==> config.mk <==
export PLATFORM = sky130hd
export DESIGN_NAME = alu_sequencer
export DESIGN_NICKNAME = d
export VERILOG_FILES = /design/src/rtl/alu_sequencer.sv
export SDC_FILE = /design/constraint.sdc
export NUM_CORES = 1
export LEC_CHECK = 0
export BUFFER_PORTS_ARGS = -buffer_cell sky130_fd_sc_hd__buf_4
export CAP_MARGIN = 20
export CORE_ASPECT_RATIO = 0.8
export CORE_UTILIZATION = 40
export DETAILED_ROUTE_END_ITERATION = 6
export HOLD_SLACK_MARGIN = 0.03
export SLEW_MARGIN = 15
export SYNTH_ARGS = -nofsm -noshare
export SYNTH_HDL_FRONTEND = slang
export SYNTH_SLANG_ARGS = --single-unit
==> constraint.sdc <==
create_clock -name clock -period 3.9 [get_ports clock]
set_input_delay 0.78 -clock clock [delete_from_list [all_inputs] [get_ports clock]]
set_output_delay 0.78 -clock clock [all_outputs]
set_load 0.02 [all_outputs]
==> src/rtl/alu_sequencer.sv <==
// alu_sequencer: in-order command queue that sequences one op at a time through the shared ALU.
// Latency: push to ISSUE >= 2 cycles from IDLE; result valid ALU_LAT+1 cycles after the issue cycle.
// Backpressure: cmd_ready drops only when the FIFO is full; res_* held until res_ready handshake.
// Optional statistics outputs (stat_ops, stat_stall) are built when ALU_SEQ_STATS_EN is defined.
module alu_sequencer #(
  parameter int DEPTH   = 4,
  parameter int ALU_LAT = 1,
  parameter int TAG_W   = 4
) (
  input  logic             clock,
  input  logic             reset,
  input  logic             cmd_valid,
  output logic             cmd_ready,
  input  logic             cmd_kind,
  input  logic [2:0]       cmd_opselect,
  input  logic [2:0]       cmd_operation,
  input  logic [4:0]       cmd_shamt,
  input  logic [31:0]      cmd_a,
  input  logic [31:0]      cmd_b,
  input  logic [TAG_W-1:0] cmd_tag,
  output logic [31:0]      alu_in1,
  output logic [31:0]      alu_in2,
  output logic [2:0]       alu_opselect,
  output logic [2:0]       alu_operation,
  output logic [4:0]       alu_shift_number,
  output logic             alu_enable_arith,
  output logic             alu_enable_shift,
  input  logic [31:0]      alu_out,
  input  logic             alu_carryout,
  output logic             res_valid,
  input  logic             res_ready,
  output logic [31:0]      res_data,
  output logic             res_carry,
  output logic [TAG_W-1:0] res_tag
`ifdef ALU_SEQ_STATS_EN
  ,
  output logic [15:0]      stat_ops,
  output logic [15:0]      stat_stall
`endif
);

  localparam int AW = (DEPTH > 1) ? $clog2(DEPTH) : 1;
  localparam int CW = $clog2(ALU_LAT + 1);

  // One queued command; also the shape of the held copy that keeps ALU inputs stable in WAIT.
  typedef struct packed {
    logic             kind;
    logic [2:0]       opselect;
    logic [2:0]       operation;
    logic [4:0]       shamt;
    logic [31:0]      a;
    logic [31:0]      b;
    logic [TAG_W-1:0] tag;
  } cmd_t;

  typedef enum logic [1:0] {
    IDLE  = 2'd0,
    ISSUE = 2'd1,
    WAIT  = 2'd2,
    DONE  = 2'd3
  } state_t;

  cmd_t          mem [DEPTH];
  logic [AW-1:0] wr_ptr;
  logic [AW-1:0] rd_ptr;
  logic [AW:0]   count;
  logic          full;
  logic          empty;
  logic          push;
  logic          pop;
  cmd_t          push_cmd;
  cmd_t          head;

  state_t        state;
  state_t        state_nxt;
  logic [CW-1:0] cnt;
  cmd_t          hold;
  cmd_t          drive;
  logic          last_wait;

  assign full      = (count == (AW+1)'(DEPTH));
  assign empty     = (count == '0);
  assign cmd_ready = !full;
  assign push      = cmd_valid && cmd_ready;
  // The head leaves the queue in the single cycle it is presented to the ALU.
  assign pop       = (state == ISSUE);
  assign head      = mem[rd_ptr];
  assign last_wait = (state == WAIT) && (cnt == CW'(1));
  assign res_valid = (state == DONE);

  assign push_cmd.kind      = cmd_kind;
  assign push_cmd.opselect  = cmd_opselect;
  assign push_cmd.operation = cmd_operation;
  assign push_cmd.shamt     = cmd_shamt;
  assign push_cmd.a         = cmd_a;
  assign push_cmd.b         = cmd_b;
  assign push_cmd.tag       = cmd_tag;

  // FIFO storage; stale entries behind the pointers are never read, so no reset is needed.
  always_ff @(posedge clock) begin
    if (push) begin
      mem[wr_ptr] <= push_cmd;
    end
  end

  // FIFO pointers and occupancy; pointers wrap naturally because DEPTH is a power of two.
  always_ff @(posedge clock) begin
    if (!reset) begin
      wr_ptr <= '0;
      rd_ptr <= '0;
      count  <= '0;
    end else begin
      if (push) begin
        wr_ptr <= wr_ptr + AW'(1);
      end
      if (pop) begin
        rd_ptr <= rd_ptr + AW'(1);
      end
      case ({push, pop})
        2'b10:   count <= count + (AW+1)'(1);
        2'b01:   count <= count - (AW+1)'(1);
        default: count <= count;
      endcase
    end
  end

  // FSM state register.
  always_ff @(posedge clock) begin
    if (!reset) begin
      state <= IDLE;
    end else begin
      state <= state_nxt;
    end
  end

  // Next state, ALU enables and the source of the ALU operand/opcode outputs.
  always_comb begin
    state_nxt        = state;
    alu_enable_arith = 1'b0;
    alu_enable_shift = 1'b0;
    drive            = hold;
    case (state)
      IDLE: begin
        if (!empty) begin
          state_nxt = ISSUE;
        end
      end
      ISSUE: begin
        drive            = head;
        alu_enable_arith = !head.kind;
        alu_enable_shift = head.kind;
        state_nxt        = WAIT;
      end
      WAIT: begin
        if (last_wait) begin
          state_nxt = DONE;
        end
      end
      DONE: begin
        // Back-to-back issue on the accepting edge when more work is queued.
        if (res_ready) begin
          state_nxt = empty ? IDLE : ISSUE;
        end
      end
      default: state_nxt = IDLE;
    endcase
  end

  assign alu_in1          = drive.a;
  assign alu_in2          = drive.b;
  assign alu_opselect     = drive.opselect;
  assign alu_operation    = drive.operation;
  assign alu_shift_number = drive.shamt;

  // Issue capture, latency countdown and result capture at the end of the last WAIT cycle.
  always_ff @(posedge clock) begin
    if (!reset) begin
      hold      <= '0;
      cnt       <= '0;
      res_data  <= '0;
      res_carry <= 1'b0;
      res_tag   <= '0;
    end else begin
      if (state == ISSUE) begin
        hold <= head;
        cnt  <= CW'(ALU_LAT);
      end else if (state == WAIT) begin
        cnt <= cnt - CW'(1);
      end
      if (last_wait) begin
        res_data  <= alu_out;
        res_carry <= alu_carryout;
        res_tag   <= hold.tag;
      end
    end
  end

`ifdef ALU_SEQ_STATS_EN
  // Completed-result counter (wraps) and consumer-stall counter (saturates).
  always_ff @(posedge clock) begin
    if (!reset) begin
      stat_ops   <= '0;
      stat_stall <= '0;
    end else begin
      if (res_valid && res_ready) begin
        stat_ops <= stat_ops + 16'd1;
      end
      if (res_valid && !res_ready && (stat_stall != 16'hFFFF)) begin
        stat_stall <= stat_stall + 16'd1;
      end
    end
  end
`endif

endmodule
==> impl_metrics.yaml <==
synthesis:
  synth.most_common_cell: "edfxtp_1"
  synthXorXnorAreaFrac_pct: 0.207
  synth_compound_area_share_pct: 1.61
  synth_area_um2: 16900
  synth-async-reset-ratio_pct: 0
  synth-edff-count: 320
  yosys.area.top_type_share_pct: 56.9
  synthSimpleGateAreaFrac_pct: 5.49
  synth_area_leader_cell: "edfxtp_1"
  yosys_warnings: 0
  syn_inst: 914
  synth-main-ff-cell: "edfxtp_1"
  synth_top_family_by_area: "multiplexers"
  synth_common_cells: "edfxtp_1, dfxtp_1, mux4_2, nand2_1, and2_1"
  synthDistinctLibCells: 36
  synthAdderAreaFrac_pct: 0.860
  syn_area_per_cell_um2: 18.5
  synth.net_count: 1042
  synth.area.mux_share_pct: 17.6
  synth-seq-cells: 448
  yosysSeqAreaShare_pct: 72.1
  synth_area_leaders: "edfxtp_1, dfxtp_1, mux4_2"
clocking:
  path_clk_slew_ns: 0.06
  cts_buffers: 44
  cts_tree: "yes"
  post-cts-setup-buffer-count: 0
  clock-sinks: 448
  cts.hold.buffers_added: 0
  ctsResizeCount: 0
  clk_latency_ns: 0.55
  htreeDepth: 2
  clockBufferDepth: 3
  clock-root-buffer: "clkbuf_16"
worst_setup_path:
  arrival_ns: 2.61
  critical_path_peak_fanout: 23
  cpMostUsedCell: "buf_4"
  max_stage_delay_ns: 0.69
  crit_chain: "buf_4, mux4_2, mux2_4, buf_4"
  critPathKind: "reg -> out"
  crit_slowest_cell: "dfxtp_4"
  cp_top_family: "multiplexers"
  worstSetupStartpointType: "flop"
  cp.required_ns: 3.12
  crit_path_end_kind: "primary output"
  crit_buf_inv: 2
sta:
  grt_setup_unrepaired: "false"
  tns_ns: 0
  maxSlewViolCount: 0
  tightestPinTransition_ns: 0.928
  period_share_pct: 87.0
  hold_slack_ns: 0.424
  final-setup-viol-count: 0
  max_freq_mhz: 295
  hold_viol_final: 0
  max-slew-margin-rel_pct: 38.1
  period_minus_slack_ns: 3.39
  clock-skew-final_ns: 0.0152
floorplanning:
  num_rows: 66
  die_area_um2: 43000
  core_um2: 41100
  die_w_um: 232
  die_h_um: 186
  io_pins: 233
  start_util_pct: 41.1
drt:
  wirelength_mm: 34.8
  routed_via_density: 4.87
  drcViolationCount: 0
  wl_per_cell_um: 19.9
  vias: 8497
  drt-initial-drc-count: 491
  first_pass_iters: 4
  antenna_left: 0
global_routing:
  grt_pass1_wl_mm: 53.1
  grt_use_total_pct: 16.4
  antenna_found_initial: 0
  grt_pass1_vias: 8818
  grt_max_degree: 60
  grt_remaining_overflow: 0
final_layout:
  drive_above_1_share_pct: 40.1
  final_nets: 1294
  insertedDiodeCount: 0
  area_delta_synth_final_pct: 22.6
placed_design:
  place.gp.congestion: 0.723
  dp_hpwl_mm: 21.0
  placement.io_buffers: 232
pwr:
  p_leak_nw: 7.46
  power.density_nw_per_um2: 698
  vdd_ir_drop_max_mv: 0.451
  power_w: 0.0144
status:
  status: "finished, final reports clean"
run:
  max_cap_viol_count: 0
hold_path:
  min-delay-path-class: "in -> reg"
kinds of logic after synthesis:
logic type                 after synthesis
DFF                                    448
and+or+nand+nor                        183
muxes                                  159
buffers and inverters                   58
AOI/OAI and AO/OA                       51
adders and majority gates               11
xor gates and xnor gates                 4
sequential cells by signal (all words and copies together) (netlist names), named ones only:
name       cells
mem          320
hold          79
res_data      32
res_tag        4
count          3
rd_ptr         2
state          2
wr_ptr         2
cnt            1
res_carry      1
worst register-to-register path: cells and delay by family, from the launching register on:
kind / cells / cell delay, ns
compound gates: 1 / 0.14
xor+xnor: 1 / 0.16
fa+ha+maj: 3 / 1.18
buf+inv: 3 / 0.55
flops: 1 / 0.35
simple gates: 1 / 0.31
cell type report:
cell class	instances	area (um2)
fillers	3430	20400
flip-flops and latches	448	12200
multi-input cells	408	4380
repair buffers	255	2000
clock buffers	64	1230
well taps	544	681
clock inverters	17	199
inverters	9	33.8
worst paths after layout:
kind                            slack [ns]                   endpoint                 startpoint  cells past startpoint
worst min-delay path                  0.42       mem[3][64]$_DFFE_PP_                  cmd_a[28]                      1
worst max-delay path                  0.51                alu_in2[11]                       flop                      4
worst min register to register        0.46  res_data[11]$_SDFFE_PN0P_  res_data[11]$_SDFFE_PN0P_                      2
worst max register to register        1.14      count[2]$_SDFFE_PN0P_      state[1]$_SDFFE_PN0P_                      9
report_power, final:
group          total [W]  switching [W]  internal [W]  leakage (nW)
Sequential       0.00595       0.000260       0.00569          3.98
Combinational    0.00430        0.00207       0.00223          2.79
Clock            0.00420        0.00174       0.00245         0.696
cells in the final DEF (no fill, tap or decap), types with 2 or more instances in the layout:
master,instances
edfxtp_1,320
buf_4,248
dfxtp_1,126
mux4_2,80
nand2_1,78
and2_1,77
mux2_4,75
clkbuf_16,44
a21oi_1,43
clkbuf_1,15
nor2_1,11
ha_1,9
inv_1,7
clkinv_2,7
buf_12,7
clkbuf_8,5
and3_4,4
mux2i_1,4
bufinv_16,4
xor2_1,3
nand3_1,3
clkinv_1,3
inv_2,2
nand2b_1,2
nor2b_1,2
a21o_1,2
o21ai_0,2
dfxtp_4,2
per-stage QoR:
stage          worst slack, ns  util [%]  area, um2  cells
6_report                 0.508      50.3      20700   1745
5_1_grt                  0.323      50.3      20700   1745
4_1_cts                  0.396      50.3      20700   1745
3_5_place_dp             0.996      46.9      19300   1664
3_3_place_gp              1.01      46.9      19300   1664
2_1_floorplan            0.498         -      16900    914
layer usage:
layer / vias up / GRT usage [%] / share of wire [%]
met4: 0 / 4.18 / 1.7
met1: 4270 / 22.3 / 46
met2: 211 / 26.5 / 47
met3: 52 / 3.94 / 5.8
li1: 3964 / - / -
met5: - / 0 / 0
Power figures use the tool's default switching activity.
